==> src/rtl/hamming_dec_ctrl.sv <==
// hamming_dec_ctrl
// Batch SECDED decoder that owns the data memory while busy. For each word it
// reads a 16-bit codeword as two bytes, corrects single-bit errors, flags
// double-bit errors, and writes the 11-bit payload plus a 2-bit status flag
// back as two bytes. Outputs are decoded from registered state and registers
// only, so memory ports never see a combinational path from i_mem_rdata.

module hamming_dec_ctrl #(
   parameter int W        = 8,
   parameter int ADDR_W   = 8,
   parameter int IN_BASE  = 64,
   parameter int OUT_BASE = 0,
   parameter int N_WORDS  = 15
) (
   input  logic              i_clk,
   input  logic              i_reset,
   input  logic              i_req,
   output logic              o_ack,
   output logic              o_busy,
   output logic [ADDR_W-1:0] o_raddr,
   input  logic [W-1:0]      i_mem_rdata,
   output logic              o_write_en,
   output logic [ADDR_W-1:0] o_waddr,
   output logic [W-1:0]      o_wdata,
   output logic [3:0]        o_single_cnt,
   output logic [3:0]        o_double_cnt
);

   typedef enum logic [2:0] {
      S_IDLE,
      S_RD_LO,
      S_RD_HI,
      S_DEC,
      S_WR_LO,
      S_WR_HI,
      S_DONE
   } state_t;

   localparam logic [ADDR_W-1:0] IN_BASE_A  = ADDR_W'(IN_BASE);
   localparam logic [ADDR_W-1:0] OUT_BASE_A = ADDR_W'(OUT_BASE);
   localparam logic [ADDR_W-1:0] ONE_A      = ADDR_W'(1);
   localparam logic [3:0]        LAST_IDX   = 4'(N_WORDS - 1);

   state_t r_state;
   state_t w_nextState;

   logic [3:0]        r_wordIdx;
   logic [15:0]       r_cw;
   logic [ADDR_W-1:0] r_raddr;
   logic [ADDR_W-1:0] r_waddr;
   logic [W-1:0]      r_wdata;
   logic [7:0]        r_hiByte;
   logic [3:0]        r_singleCnt;
   logic [3:0]        r_doubleCnt;

   logic [ADDR_W-1:0] w_inAddrLo;
   logic [ADDR_W-1:0] w_inAddrNext;
   logic [ADDR_W-1:0] w_outAddrLo;
   logic [3:0]        w_idxNext;
   logic              w_lastWord;

   logic [3:0]        w_syn;
   logic              w_par;
   logic [15:0]       w_corr;
   logic [1:0]        w_flag;
   logic [7:0]        w_loByte;
   logic [7:0]        w_hiByte;

   // Byte addresses for the current and next word; arithmetic wraps at 2^ADDR_W.
   assign w_idxNext    = r_wordIdx + 4'd1;
   assign w_inAddrLo   = IN_BASE_A + ADDR_W'({r_wordIdx, 1'b0});
   assign w_inAddrNext = IN_BASE_A + ADDR_W'({w_idxNext, 1'b0});
   assign w_outAddrLo  = OUT_BASE_A + ADDR_W'({r_wordIdx, 1'b0});
   assign w_lastWord   = (r_wordIdx >= LAST_IDX);

   // SECDED decode of the latched codeword: syndrome is the XOR of set-bit
   // positions, overall parity covers all 16 bits. Only a single error with a
   // nonzero syndrome needs a bit flipped; an error in bit 0 leaves data intact.
   always_comb begin
      w_syn  = 4'd0;
      for (int p = 0; p < 16; p++) begin
         if (r_cw[p]) begin
            w_syn = w_syn ^ 4'(p);
         end
      end
      w_par  = ^r_cw;
      w_corr = r_cw;
      if (w_par && (w_syn != 4'd0)) begin
         w_corr[w_syn] = ~r_cw[w_syn];
      end
      if (w_par) begin
         w_flag = 2'b01;
      end else if (w_syn != 4'd0) begin
         w_flag = 2'b10;
      end else begin
         w_flag = 2'b00;
      end
      w_loByte = {w_corr[12], w_corr[11], w_corr[10], w_corr[9],
                  w_corr[7],  w_corr[6],  w_corr[5],  w_corr[3]};
      w_hiByte = {w_flag, 3'b000, w_corr[15], w_corr[14], w_corr[13]};
   end

   // State register; reset forces IDLE so the write strobe drops at that edge.
   always_ff @(posedge i_clk) begin
      if (i_reset) begin
         r_state <= S_IDLE;
      end else begin
         r_state <= w_nextState;
      end
   end

   // Next-state logic: fixed five-cycle sequence per word, req only matters
   // in IDLE (start) and DONE (release).
   always_comb begin
      w_nextState = r_state;
      unique case (r_state)
         S_IDLE:  if (i_req) w_nextState = S_RD_LO;
         S_RD_LO: w_nextState = S_RD_HI;
         S_RD_HI: w_nextState = S_DEC;
         S_DEC:   w_nextState = S_WR_LO;
         S_WR_LO: w_nextState = S_WR_HI;
         S_WR_HI: w_nextState = w_lastWord ? S_DONE : S_RD_LO;
         S_DONE:  if (!i_req) w_nextState = S_IDLE;
         default: w_nextState = S_IDLE;
      endcase
   end

   // Datapath registers. Address and data registers are loaded one state ahead
   // so they are stable for the whole cycle in which the memory uses them.
   always_ff @(posedge i_clk) begin
      if (i_reset) begin
         r_wordIdx   <= 4'd0;
         r_cw        <= 16'd0;
         r_raddr     <= '0;
         r_waddr     <= '0;
         r_wdata     <= '0;
         r_hiByte    <= 8'd0;
         r_singleCnt <= 4'd0;
         r_doubleCnt <= 4'd0;
      end else begin
         unique case (r_state)
            S_IDLE: begin
               if (i_req) begin
                  r_wordIdx   <= 4'd0;
                  r_singleCnt <= 4'd0;
                  r_doubleCnt <= 4'd0;
                  r_raddr     <= IN_BASE_A;
               end
            end
            S_RD_LO: begin
               r_cw[7:0] <= i_mem_rdata[7:0];
               r_raddr   <= w_inAddrLo + ONE_A;
            end
            S_RD_HI: begin
               r_cw[15:8] <= i_mem_rdata[7:0];
            end
            S_DEC: begin
               r_waddr  <= w_outAddrLo;
               r_wdata  <= W'(w_loByte);
               r_hiByte <= w_hiByte;
               if ((w_flag == 2'b01) && (r_singleCnt != 4'hF)) begin
                  r_singleCnt <= r_singleCnt + 4'd1;
               end
               if ((w_flag == 2'b10) && (r_doubleCnt != 4'hF)) begin
                  r_doubleCnt <= r_doubleCnt + 4'd1;
               end
            end
            S_WR_LO: begin
               r_waddr <= w_outAddrLo + ONE_A;
               r_wdata <= W'(r_hiByte);
            end
            S_WR_HI: begin
               r_wordIdx <= w_idxNext;
               if (!w_lastWord) begin
                  r_raddr <= w_inAddrNext;
               end
            end
            S_DONE: begin
            end
            default: begin
            end
         endcase
      end
   end

   assign o_busy       = (r_state != S_IDLE) && (r_state != S_DONE);
   assign o_ack        = (r_state == S_DONE);
   assign o_write_en   = (r_state == S_WR_LO) || (r_state == S_WR_HI);
   assign o_raddr      = r_raddr;
   assign o_waddr      = r_waddr;
   assign o_wdata      = r_wdata;
   assign o_single_cnt = r_singleCnt;
   assign o_double_cnt = r_doubleCnt;

endmodule

==> config.mk <==
export PLATFORM = sky130hd
export DESIGN_NAME = hamming_dec_ctrl
export DESIGN_NICKNAME = d
export VERILOG_FILES = /design/src/rtl/hamming_dec_ctrl.sv
export SDC_FILE = /design/constraint.sdc
export NUM_CORES = 1
export LEC_CHECK = 0
export BUFFER_PORTS_ARGS = -buffer_cell sky130_fd_sc_hd__buf_2
export CAP_MARGIN = 20
export CORE_ASPECT_RATIO = 0.9
export CORE_MARGIN = 4
export CORE_UTILIZATION = 47
export CTS_CLUSTER_DIAMETER = 80
export CTS_CLUSTER_SIZE = 25
export DETAILED_ROUTE_END_ITERATION = 12
export GPL_ROUTABILITY_DRIVEN = 1
export MAX_ROUTING_LAYER = met4
export PLACE_DENSITY_LB_ADDON = 0.25
export SYNTH_ARGS = -nofsm -noshare
export SYNTH_HDL_FRONTEND = slang
export SYNTH_SLANG_ARGS = --single-unit
==> constraint.sdc <==
create_clock -name i_clk -period 3.17 [get_ports i_clk]
set_input_delay 0.317 -clock i_clk [delete_from_list [all_inputs] [get_ports i_clk]]
set_output_delay 0.317 -clock i_clk [all_outputs]
set_load 0.005 [all_outputs]
* After elaboration in Yosys (flattened, before gate mapping)
Cells that the tools add are included.
** Word-level totals
- Input port bits :: 11
- Register bits after elaboration :: 60
- Logic and storage cells :: 108
- Output and inout bits :: 35
** Cells by class
- $lt $le $gt $ge :: 3
- Bitwise gates (word level) :: 15
- $add $sub $neg :: 7
- Equality and inequality tests :: 16
- Reduce and logical (&&, ||, !) cells :: 19
- Muxes and demuxes :: 38
** Operators by type and width (number)
- two-way mux 4 bit :: 11
- case mux 8 bit (2 select lines) :: 2
- case mux 4 bit (2 select lines) :: 3
- case mux 8 bit (3 select lines) :: 1
- two-way mux 3 bit :: 7
- case mux 3 bit (7 select lines) :: 1
- adder 7 x 5 -> 8 bit (first input constant) :: 2
- bitwise mux 16 bit :: 1
- two-way mux 16 bit :: 1
- two-way mux 8 bit :: 2
- parity 16 bit :: 1
- adder 4 x 1 -> 4 bit (second input constant) :: 3
- NOT 2 bit :: 6
- NOT 3 bit :: 4
- != test 2 bit (second input constant) :: 5
- == test 3 bit (second input constant) :: 3
- AND reduction 3 bit :: 3
- adder 8 x 1 -> 8 bit (second input constant) :: 1
- two-way mux 2 bit :: 4
- != test 4 bit (second input constant) :: 2
- adder 5 x 1 -> 6 bit (second input constant) :: 1
- == test 3 x 2 -> 1 bit (second input constant) :: 2
- nonzero test 2 bit :: 3
- nonzero test 3 bit :: 2
- other kinds (18) :: 27

* Logic depth before layout (Yosys ltp)
Gate-level depths: netlist (run 1).
- Depth after elaboration :: 33
- Depth in mapped cells :: 9
- Mapped depth without buffers :: 8

* Worst setup path after synthesis (run 1)
No wires, ideal clock.
- Kind :: register -> register
- Start :: register r_cw[11]
- End :: register r_wdata[1], in the netlist o_wdata[1]
- Stages on the path, launching flop included :: 9
- Path slack :: 0.312 ns
- Library setup time :: 0.101 ns
- Clock period less this slack :: 2.858 ns
- Required time :: 3.069 ns
- Data arrival time :: 2.757 ns
- Path buffers :: 1
- Path through :: dfxtp_1 > xor2_2 > xnor3_2 > xnor2_1 > a221oi_1 > o221ai_1 > or4_4 > buf_6 > o41ai_1
** On the way
- Cells in the longest elaborated chain, start to end :: 16
- Elaborated cells on any way between the ends :: 23
- Classes of those cells :: order compare: 2; mux: 12; bitwise: 5; reduce/logical: 4
** Ends and longest elaborated chain
- from (decl) :: RTL line 48 : logic [15:0] r_cw;
- from (signal assigned) :: RTL line 155 : r_cw[15:8] <= i_mem_rdata[7:0];
- two-way mux 4 bit :: RTL line 82 : if (r_cw[p]) begin
- NOT 2 bit (no source line)
- two-way mux 4 bit :: RTL line 82
- NOT 3 bit (no source line)
- two-way mux 4 bit :: RTL line 82
- NOT 3 bit (no source line)
- two-way mux 4 bit :: RTL line 82
- NOT 4 bit (no source line)
- two-way mux 4 bit :: RTL line 82
- < comparator 4 x 5 -> 1 bit (implied by the code) / greater-or-equal comparator 4 x 1 -> 1 bit (equally long branches) :: RTL line 89 : w_corr[w_syn] = ~r_cw[w_syn];
- logical AND 1 bit (implied by the code) :: RTL line 89
- two-way mux 1 bit (implied by the code) :: RTL line 89
- demux 1 bit (select 4 bit) :: RTL line 89
- bitwise mux 16 bit :: RTL line 89
- two-way mux 16 bit * :: RTL line 88 : if (w_par && (w_syn != 4'd0)) begin
- case mux 8 bit (2 select lines) * :: RTL line 141 : unique case (r_state)
- to (signal assigned) :: RTL line 159 : r_wdata <= W'(w_loByte);
- to (signal assigned) :: RTL line 170 : r_wdata <= W'(r_hiByte);
- to (decl) :: RTL line 51 : logic [W-1:0] r_wdata;
Mark *: on every way between the ends. The rest lies on a longest branch, timed or not. The select of a mux whose other input is x is not followed.
A chain may end at the register's enable or synchronous reset.

* Worst setup path in the final report (run 1)
- Start :: register r_cw[3]
- End :: register r_wdata[1], in the netlist o_wdata[1]
** On the way
- Cells in the longest elaborated chain, start to end :: 26
- Elaborated cells on any way between the ends :: 36
- Classes of those cells :: order compare: 2; mux: 20; bitwise: 10; reduce/logical: 4
** Ends and longest elaborated chain
- from (signal assigned) :: RTL line 151 : r_cw[7:0] <= i_mem_rdata[7:0];
- two-way mux 2 bit :: RTL line 82
- two-way mux 3 bit :: RTL line 82
- NOT 2 bit (no source line) / two-way mux 3 bit (equally long branches)
- two-way mux 3 bit / NOT 2 bit (equally long branches)
- two-way mux 3 bit :: RTL line 82
- NOT 3 bit (no source line)
- two-way mux 3 bit :: RTL line 82
- two-way mux 4 bit :: RTL line 82
- [10 not listed]
- two-way mux 4 bit :: RTL line 82
- < comparator 4 x 5 -> 1 bit (implied by the code) / greater-or-equal comparator 4 x 1 -> 1 bit (equally long branches) :: RTL line 89
- logical AND 1 bit (implied by the code) :: RTL line 89
- two-way mux 1 bit (implied by the code) :: RTL line 89
- demux 1 bit (select 4 bit) :: RTL line 89
- bitwise mux 16 bit :: RTL line 89
- two-way mux 16 bit * :: RTL line 88
- case mux 8 bit (2 select lines) * :: RTL line 141
Marked as above.

==> results.yml, run 1 <==
worst_setup_path:
  path_delay_family: "XOR/XNOR gates"
  crit_type: "flip-flop to flip-flop"
  worstSetupStartpointType: "flip-flop"
  worst_path_most_repeated_cell: "xnor2_1"
  crit_arrival_ps: 3110
  critPathMaxStageDelay_ps: 620
  path_cells: "xnor2_1 > xnor3_2 > xnor2_1 > o21ai_0 > a21oi_1 > or4_4 > o41ai_1"
  critPathBufInv: 0
  worst-path-max-fanout: 10
  end_kind: "flip-flop"
  cp_slowest_cell: "xnor3_2"
  required_ps: 3380
cts:
  htree_levels: 2
  cts-root-buf: "clkbuf_8"
  cts_buffer_depth: 2
  path_clk_slew_ps: 110
  clkLatencyLatePin_ps: 310
  cts_tree: "built"
  cts_repair_resize_count: 0
  cts_sinks: 55
  postCtsSetupBuffers: 0
  cts_hold_buffers: 0
  cts_made_buffers: 5
global_route:
  track_usage: 0.210
  gr-total-overflow: 0
  grt_pass1_vias: 2862
  antenna_found_initial: 0
  grt_start_max_net_pins: 52
  grt_pass1_wl_microns: 14200
cells_and_area:
  drive_above_1_share: 0.162
  area_growth_pct: 12.1
  layout_commonest_cell: "nor2_1"
  final_cell_mix: "nor2_1 (60), dfxtp_1 (55), buf_2 (40)"
  antennaDiodeCount: 0
  nets: 472
floorplanning:
  die_y_microns: 88.7
  die_area_sq_mm: 0.00866
  start_util: 0.483
  rows: 29
  ios: 46
  die_x_microns: 97.6
  core_sq_mm: 0.00704
placed_design:
  dp_hpwl_microns: 6660
  gp_congestion: 0.981
  io_buffer_count: 40
logic_synthesis:
  synth_top_area_frac: 0.324
  synth-seq-area-share: 0.324
  synth_top_cell_by_area: "dfxtp_1"
  synth_cell_types: 57
  netlist_instances: 418
  yosys_warnings: 0
  ys.flop_type: "dfxtp_1"
  ys_seq_elements: 55
  syn_area_per_cell_sq_um: 8.13
  synth_area_leaders: "dfxtp_1 (32%), nor2_1 (6.6%), a21oi_1 (5.6%), xnor2_1 (5.4%), nand2_1 (4.1%)"
  async_flop_share: 0
  synth-edff-count: 0
  syn_area_sq_mm: 0.00340
sta:
  tns_ps: 0
  worst_clock_skew_ps: 11.0
  rsz0062_at_grt: "false"
  setup_viol: 0
  post-route-period-util: 0.915
  relSlewSlack: 0.509
  hold_viol: 0
  clock.fmax_ghz: 0.345
  worst_slew_pin_slew_ps: 734
  fin_crit_ps: 2900
  drv_slew: 0
worst_hold_path:
  min_path_type: "primary input to flip-flop"
power_and_ir_drop:
  p_leak_uw: 0.00156
  total_power_uw: 1860
  peakVddDrop_uv: 270
  power.density_mw_per_mm2: 489
outcome:
  status: "completed"
drt:
  wl_per_cell_microns: 15.9
  met2_length_microns: 3930
  drc: 0
  wl_microns: 8760
  drtAntennaViolNets: 0
  drtPass1Iterations: 4
  wl_met1_microns: 4250
  via_count: 3133
  via_per_inst: 5.69
  top_layer_used: "met4"
  drt-initial-drc-count: 218
  dr_wl_met3_microns: 547
flow_run:
  maxCapViolCount: 0
-- state kept, by name, summed over array words and instances (netlist names) --
| signal | flops |
|---|---|
| o_double_cnt | 4 |
| o_raddr | 6 |
| o_single_cnt | 4 |
| o_waddr | 5 |
| o_wdata | 8 |
| r_cw | 16 |
| r_hiByte | 5 |
| r_state | 3 |
| r_wordIdx | 4 |
-- cell usage after synthesis, types with 4 or more instances --
master / instances
nor2_1: 60
dfxtp_1: 55
a21oi_1: 38
nand2_1: 37
o21ai_0: 24
nor3_1: 21
xnor2_1: 21
clkbuf_1: 13
mux2i_1: 12
xor2_1: 12
o211ai_1: 9
nand2b_1: 7
nor2b_1: 6
a31oi_1: 5
a32oi_1: 5
and3_1: 5
buf_4: 5
nand3_1: 5
or3_1: 5
a211oi_1: 4
buf_1: 4
ha_1: 4
o22ai_1: 4
o41ai_1: 4
-- layer usage --
layer	global-route usage	vias to the layer above
li1	-	1571
met1	0.287	1474
met2	0.334	84
met3	0.0347	4
met4	0.0403	0
met5	-	-
-- power breakdown --
part           switching (uW)  leakage (uW)  internal [uW]  total, uW
sequential               44.6      0.000445            715        759
clock                     248     0.0000533            185        433
combinational             400       0.00106            272        672
total                     693       0.00156           1170       1860
-- logic make-up after synthesis --
logic type | count (synthesis) | synth area share
flip-flops | 55 | 0.324
AO/OA/AOI/OAI | 113 | 0.211
multiplexers | 13 | 0.0386
other | 1 | 0.00110
AND/OR/NAND/NOR | 160 | 0.219
buffers and inverters | 28 | 0.0397
adder cells (fa/ha/maj) | 5 | 0.0180
XOR/XNOR | 43 | 0.149
-- path summary, 6_finish.rpt --
kind                                      from           to  cells past startpoint  slack [ps]
worst min register to register     r_hiByte[7]  r_hiByte[7]                      2         470
worst max-delay path                   r_cw[3]   o_wdata[1]                      7         270
worst max register to register         r_cw[3]   o_wdata[1]                      7         270
worst min-delay path            i_mem_rdata[4]      r_cw[4]                      3         240
-- area by class of cell --
cell class	instances	area, sq um
Fill cell	681	3230
Inverter	2	7.51
Timing Repair Buffer	54	305
Tap cell	93	116
Sequential cell	55	1100
Multi-Input combinational cell	339	2180
Clock inverter	2	20.0
Clock buffer	6	82.6
-- per-stage QoR --
stage / util / setup WS (ps) / cells / instance area [sq um] / hold slack, ps
after floorplan: - / 312 / 422 / 3410 / 431
after global placement: 0.527 / 442 / 543 / 3710 / 444
after detailed placement: 0.527 / 354 / 543 / 3710 / 453
after CTS: 0.541 / 309 / 551 / 3810 / 229
after global routing: 0.541 / 86.0 / 551 / 3810 / 228
final: 0.541 / 270 / 551 / 3810 / 237
-- worst reg2reg max path, stage by stage, from the launching register on --
cell	delay [ps]
dfxtp_1	380
xnor2_1	420
xnor3_2	630
xnor2_1	220
o21ai_0	130
a21oi_1	80
or4_4	580
o41ai_1	350
Note: power is estimated with default switching activity, not from simulation.
==> inputs of run 2 (changes only) <==
--- a/config.mk
+++ b/config.mk
@@ -5,6 +5,7 @@
 export SDC_FILE = /design/constraint.sdc
 export NUM_CORES = 1
 export LEC_CHECK = 0
+export ABC_AREA = 1
 export BUFFER_PORTS_ARGS = -buffer_cell sky130_fd_sc_hd__buf_2
 export CAP_MARGIN = 20
 export CORE_ASPECT_RATIO = 0.9
==> constraint.sdc (replaced) <==
create_clock -name i_clk -period 3.17 [get_ports i_clk]
set_input_delay 0 -clock i_clk [delete_from_list [all_inputs] [get_ports i_clk]]
set_output_delay 0 -clock i_clk [all_outputs]
set_load 0.005 [all_outputs]
==> run 2 against run 1 <==
Net effect:
- power rose by 22%
- non-clock buffer count fell by 5
- area after synthesis decreased by 5.2%
- global-route usage down 0.90 points
- cell area shrank 5.3%
- critical endpoint is now o_wdata[7]
- largest cell class unchanged
- largest power group is now combinational logic
==> results.yml, run 2 <==
outcome:
  status: "completed"
worst_setup_path:
  worst_path_most_repeated_cell: "nand2_1"
  path_cells: "inv_1 > nand2_1 > nand3_1 > nand2_1 > nand2_1 > nand3_1 > nand2_1 > nand2_1 > nand3_1 > nand3_1 > nand3_2 > nand3_1 > nand2_1 > a21oi_1"
  worstSetupStartpointType: "flip-flop"
  cp_slowest_cell: "dfxtp_1"
  required_ps: 3390
  crit_arrival_ps: 2760
  end_kind: "flip-flop"
  critPathMaxStageDelay_ps: 510
  worst-path-max-fanout: 11
  crit_type: "flip-flop to flip-flop"
logic_synthesis:
  synth_top_area_frac: 0.342
  synth-edff-count: 0
  synthAdderAreaFrac: 0.0155
  synth_area_leaders: "dfxtp_1 (34%), nand2_1 (12%), nor2_1 (7.2%), nand3_1 (5.7%), inv_1 (5.2%)"
  synthMuxAreaShare: 0
  ys_seq_elements: 55
  ys.flop_type: "dfxtp_1"
  yosys_warnings: 0
  synth_top_cell_by_area: "dfxtp_1"
  yosys.area_share.simple: 0.314
  synth-seq-area-share: 0.342
  synth_cell_types: 36
  synth_compound_area_frac: 0.153
  synth.most_common_cell: "nand2_1"
  netlist_instances: 458
  synth_xor_area_frac: 0.0808
  synth_commonest_cells: "nand2_1 (101), nor2_1 (62), dfxtp_1 (55), inv_1 (45), nand3_1 (37)"
  syn_area_per_cell_sq_um: 7.03
  async_flop_share: 0
  synth_top_family_by_area: "simple AND/OR/NAND/NOR gates"
  syn_area_sq_mm: 0.00322
cells_and_area:
  antennaDiodeCount: 0
  area_growth_pct: 12.0
  drive_above_1_share: 0.188
  nets: 514
  top_register: "r_cw"
  post-route-util: 0.545
  fillers: 698
  final_cell_mix: "nand2_1 (101), nor2_1 (62), dfxtp_1 (55)"
  layout_commonest_cell: "nand2_1"
  largest_reg_flops: 16
placed_design:
  dp_hpwl_microns: 5910
  place_ws_ps: 681
  gp_congestion: 0.909
  io_buffer_count: 40
global_route:
  antenna_found_initial: 0
  grt_util_met2: 0.315
  grt_start_max_net_pins: 30
  use_met1: 0.281
  track_usage: 0.201
  use_met3: 0.0286
  gr-total-overflow: 0
  grt_pass1_wl_microns: 13000
  grt_pass1_vias: 2771
  gr-max-usage-layer: "met2"
sta:
  worst_slew_pin_slew_ps: 657
  fin_ws_ps: 634
  setup_viol: 0
  fin_crit_ps: 2540
  rsz0062_at_grt: "false"
  relSlewSlack: 0.562
  drv_slew: 0
  clock.fmax_ghz: 0.394
  post-route-period-util: 0.800
  tns_ps: 0
  hold_viol: 0
  worst_clock_skew_ps: 8.93
cts:
  cts_sinks: 55
  cts_made_buffers: 5
  cts_tree: "built"
  clkLatencyLatePin_ps: 300
  cts_buffer_depth: 2
  cts-root-buf: "clkbuf_8"
  htree_levels: 2
  path_clk_slew_ps: 100
floorplanning:
  ios: 46
  start_util: 0.487
  die_area_sq_mm: 0.00825
  core_sq_mm: 0.00662
  die_y_microns: 86.5
  die_x_microns: 95.3
  rows: 28
power_and_ir_drop:
  total_power_uw: 2280
  peakVddDrop_uv: 275
  p_leak_uw: 0.00149
  power.density_mw_per_mm2: 631
drt:
  wl_microns: 7550
  wl_per_cell_microns: 12.8
  drc: 0
  drt-initial-drc-count: 166
  drtPass1Iterations: 5
  via_per_inst: 5.03
  drtAntennaViolNets: 0
  via_count: 2968
worst_hold_path:
  min_path_type: "primary input to flip-flop"
flow_run:
  maxCapViolCount: 0
run 2: cell types whose count changed in the layout (fill, tap and decap cells not counted), sizes merged, moves of 9 or more:
cell,change
buf,-13
inv,+46
mux2i,-12
nand2,+69
nand3,+44
nor3,-16
xor2,-9
run 2: cell families after synthesis:
| kind of cell | Yosys count |
|---|---|
| other | 1 |
| flip-flops | 55 |
| adder cells (fa/ha/maj) | 4 |
| AND/OR/NAND/NOR | 228 |
| buffers and inverters | 69 |
| XOR/XNOR | 19 |
| AO/OA/AOI/OAI | 82 |
run 2: layout make-up:
type | instances | area [sq um] | share of cell area
clock buffers | 6 | 72.6 | 0.0201
clock inverters | 2 | 12.5 | 0.00347
multi-input cells | 338 | 1840 | 0.508
flip-flops and latches | 55 | 1100 | 0.305
well taps | 90 | 113 | 0.0312
inverters | 50 | 188 | 0.0520
repair buffers | 49 | 288 | 0.0797
run 2: through the flow:
step / cell area (sq um) / hold WS, ps / std cells
final: 3610 / 19.9 / 590
after global routing: 3610 / 35.5 / 590
after CTS: 3610 / 11.5 / 590
after detailed placement: 3440 / 250 / 574
after global placement: 3440 / 243 / 574
after floorplan: 3240 / 135 / 462
run 2: where the power goes:
part / switching (uW) / internal (uW) / total [uW]
clock network: 221 / 155 / 376
registers: 58.7 / 735 / 794
logic: 758 / 349 / 1110
run 2: critical path, delay by kind of cell (launching register included):
kind / cells / cell delay, ps
buffers and inverters: 1 / 120
AO/OA/AOI/OAI: 1 / 120
flip-flops: 1 / 510
AND/OR/NAND/NOR: 12 / 1700
run 2: final timing paths:
check        startpoint          to  slack (ps)  depth (start not counted)
max            r_cw[11]  o_wdata[7]         630                         14
min               i_req  r_state[2]          20                          3
min reg2reg  o_waddr[0]  o_waddr[0]         470                          2
max reg2reg    r_cw[11]  o_wdata[7]         630                         14
run 2: timing repair:
| action | CTS | global route |
|---|---|---|
| resized for setup | 0 | 0 |
| hold buffers | 8 | 0 |
| hold endpoints to repair | 12 | 0 |
| setup buffers | 0 | 0 |
run 2: per-layer routing:
layer  wire length (microns)  vias up  part of all wire
li1                        -     1552                 -
met1                    3690     1335              0.49
met2                    3470       77              0.46
met3                     351        4             0.047
met4                      32        0            0.0042
met5                       0        -                 0
==> inputs of run 3 (changes only) <==
--- a/config.mk
+++ b/config.mk
@@ -5,7 +5,7 @@
 export SDC_FILE = /design/constraint.sdc
 export NUM_CORES = 1
 export LEC_CHECK = 0
-export ABC_AREA = 1
+export ABC_AREA = 0
 export BUFFER_PORTS_ARGS = -buffer_cell sky130_fd_sc_hd__buf_2
 export CAP_MARGIN = 20
 export CORE_ASPECT_RATIO = 0.9
==> constraint.sdc (replaced) <==
create_clock -name i_clk -period 2.4 [get_ports i_clk]
set_input_delay 0 -clock i_clk [delete_from_list [all_inputs] [get_ports i_clk]]
set_output_delay 0 -clock i_clk [all_outputs]
set_load 0.005 [all_outputs]
==> run 3 against run 2 <==
Net effect:
- die area up 5.0%
- first-iteration DRC count up 38%
- the flow now finishes with violations (negative setup slack)
- cell count up 4.9%
==> results.yml, run 3 (synthesized netlist as in run 1, its figures left out) <==
placed_design:
  place_inst: 599
  dp_hpwl_microns: 7190
  gp_congestion: 0.967
  io_buffer_count: 40
  place_area_sq_mm: 0.00418
drt:
  wl_per_cell_microns: 15.4
  via_count: 3448
  via_per_inst: 5.57
  wl_microns: 9560
  drc: 0
  drtPass1Iterations: 4
  drt-initial-drc-count: 229
  drtAntennaViolNets: 0
worst_setup_path:
  end_kind: "flip-flop"
  worst-path-max-fanout: 8
  crit_type: "flip-flop to flip-flop"
  worstSetupStartpointType: "flip-flop"
  crit_arrival_ps: 2770
  required_ps: 2610
floorplanning:
  rows: 29
  core_sq_mm: 0.00704
  ios: 46
  die_area_sq_mm: 0.00866
  start_util: 0.483
  die_x_microns: 97.6
  die_y_microns: 88.7
global_route:
  grt_start_max_net_pins: 52
  gr-total-overflow: 0
  grt_pass1_wl_microns: 15600
  grt_pass1_vias: 3213
  track_usage: 0.226
  antenna_found_initial: 0
cells_and_area:
  top_register: "r_cw"
  fillers: 599
  largest_reg_flops: 16
  drive_above_1_share: 0.329
  fin_area_sq_mm: 0.00459
  layout_commonest_cell: "buf_4"
  multi_input_area_sq_mm: 0.00241
  final_cell_mix: "buf_4 (73), nor2_1 (60), dfxtp_1 (45)"
  area_growth_pct: 35.0
  stdcell_count: 619
  nets: 540
  post-route-util: 0.652
  seqCellArea_sq_mm: 0.00112
  antennaDiodeCount: 0
outcome:
  violations: "negative setup slack"
  status: "finished, violations left"
sta:
  post-route-period-util: 1.07
  clock.fmax_ghz: 0.391
  rsz0062_at_grt: "true"
  drv_slew: 0
  tns_ps: -768
  relSlewSlack: 0.633
  fin_crit_ps: 2560
  fin_ws_ps: -159
  hold_viol: 0
  worst_slew_pin_slew_ps: 550
  timing.hold.ws_ps: 89.4
  worst_clock_skew_ps: 9.95
  setup_viol: 9
cts:
  htree_levels: 2
  cts_made_buffers: 5
  cts_tree: "built"
  cts_buffer_depth: 2
  cts-root-buf: "clkbuf_8"
  clkLatencyLatePin_ps: 310
  path_clk_slew_ps: 110
  cts_sinks: 55
power_and_ir_drop:
  p_int_uw: 1840
  peakVddDrop_uv: 440
  clock_power_share: 0.188
  power.density_mw_per_mm2: 632
  swShare: 0.367
  p_sw_uw: 1060
  p_seq_frac: 0.338
  p_leak_uw: 0.00198
  combPwrFrac: 0.474
worst_hold_path:
  min_path_type: "primary input to flip-flop"
flow_run:
  maxCapViolCount: 0
run 3: what timing repair did:
item | in CTS | in global routing
resized for setup | 11 | 31
hold buffers | 8 | 0
setup endpoints to repair | 15 | 16
cloned | 0 | 0
pin swaps | 1 | 8
hold endpoints to repair | 16 | 0
setup buffers | 0 | 4
run 3: path summary, 6_finish.rpt:
| path | from | to | slack, ps | cells past startpoint |
|---|---|---|---|---|
| hold reg to reg | r_hiByte[7] | r_hiByte[7] | 480 | 2 |
| setup / recovery | r_cw[15] | o_wdata[1] | -160 | 7 |
| setup reg to reg | r_cw[15] | o_wdata[1] | -160 | 7 |
| hold / removal | i_req | r_state[1] | 90 | 3 |
run 3: power by group through the flow:
stage               sequential (uW)  combinational [uW]  clock (uW)
floorplan                       990                 709           0
global placement                995                1190           0
detailed placement              997                1210           0
CTS                             978                1250         554
global route                    985                1480         591
finish                          980                1370         546
run 3: layout make-up:
cell class	instances	share of cell area
well taps	93	0.0253
clock buffers	5	0.0150
flip-flops and latches	55	0.245
repair buffers	122	0.183
clock inverters	3	0.00600
inverters	2	0.00164
multi-input cells	339	0.524
run 3: worst max-delay path, stage by stage (launching register included):
cell      delay [ps]
dfxtp_4          380
xnor2_4          160
xnor3_2          480
xnor2_2          160
a221oi_1         270
o221ai_1         150
or4_4            510
o41ai_2          350
run 3: per-layer routing:
layer / routed length [microns] / track usage
met3: 581 / 0.0292
met1: 4360 / 0.314
met2: 4530 / 0.355
met4: 82 / 0.0453
met5: 0 / -
run 3: metrics by stage:
stage	setup slack, ps	power (uW)
after floorplan	-304	1700
after global placement	-147	2190
after detailed placement	-223	2210
after CTS	-143	2780
after global routing	-292	3060
final	-159	2900
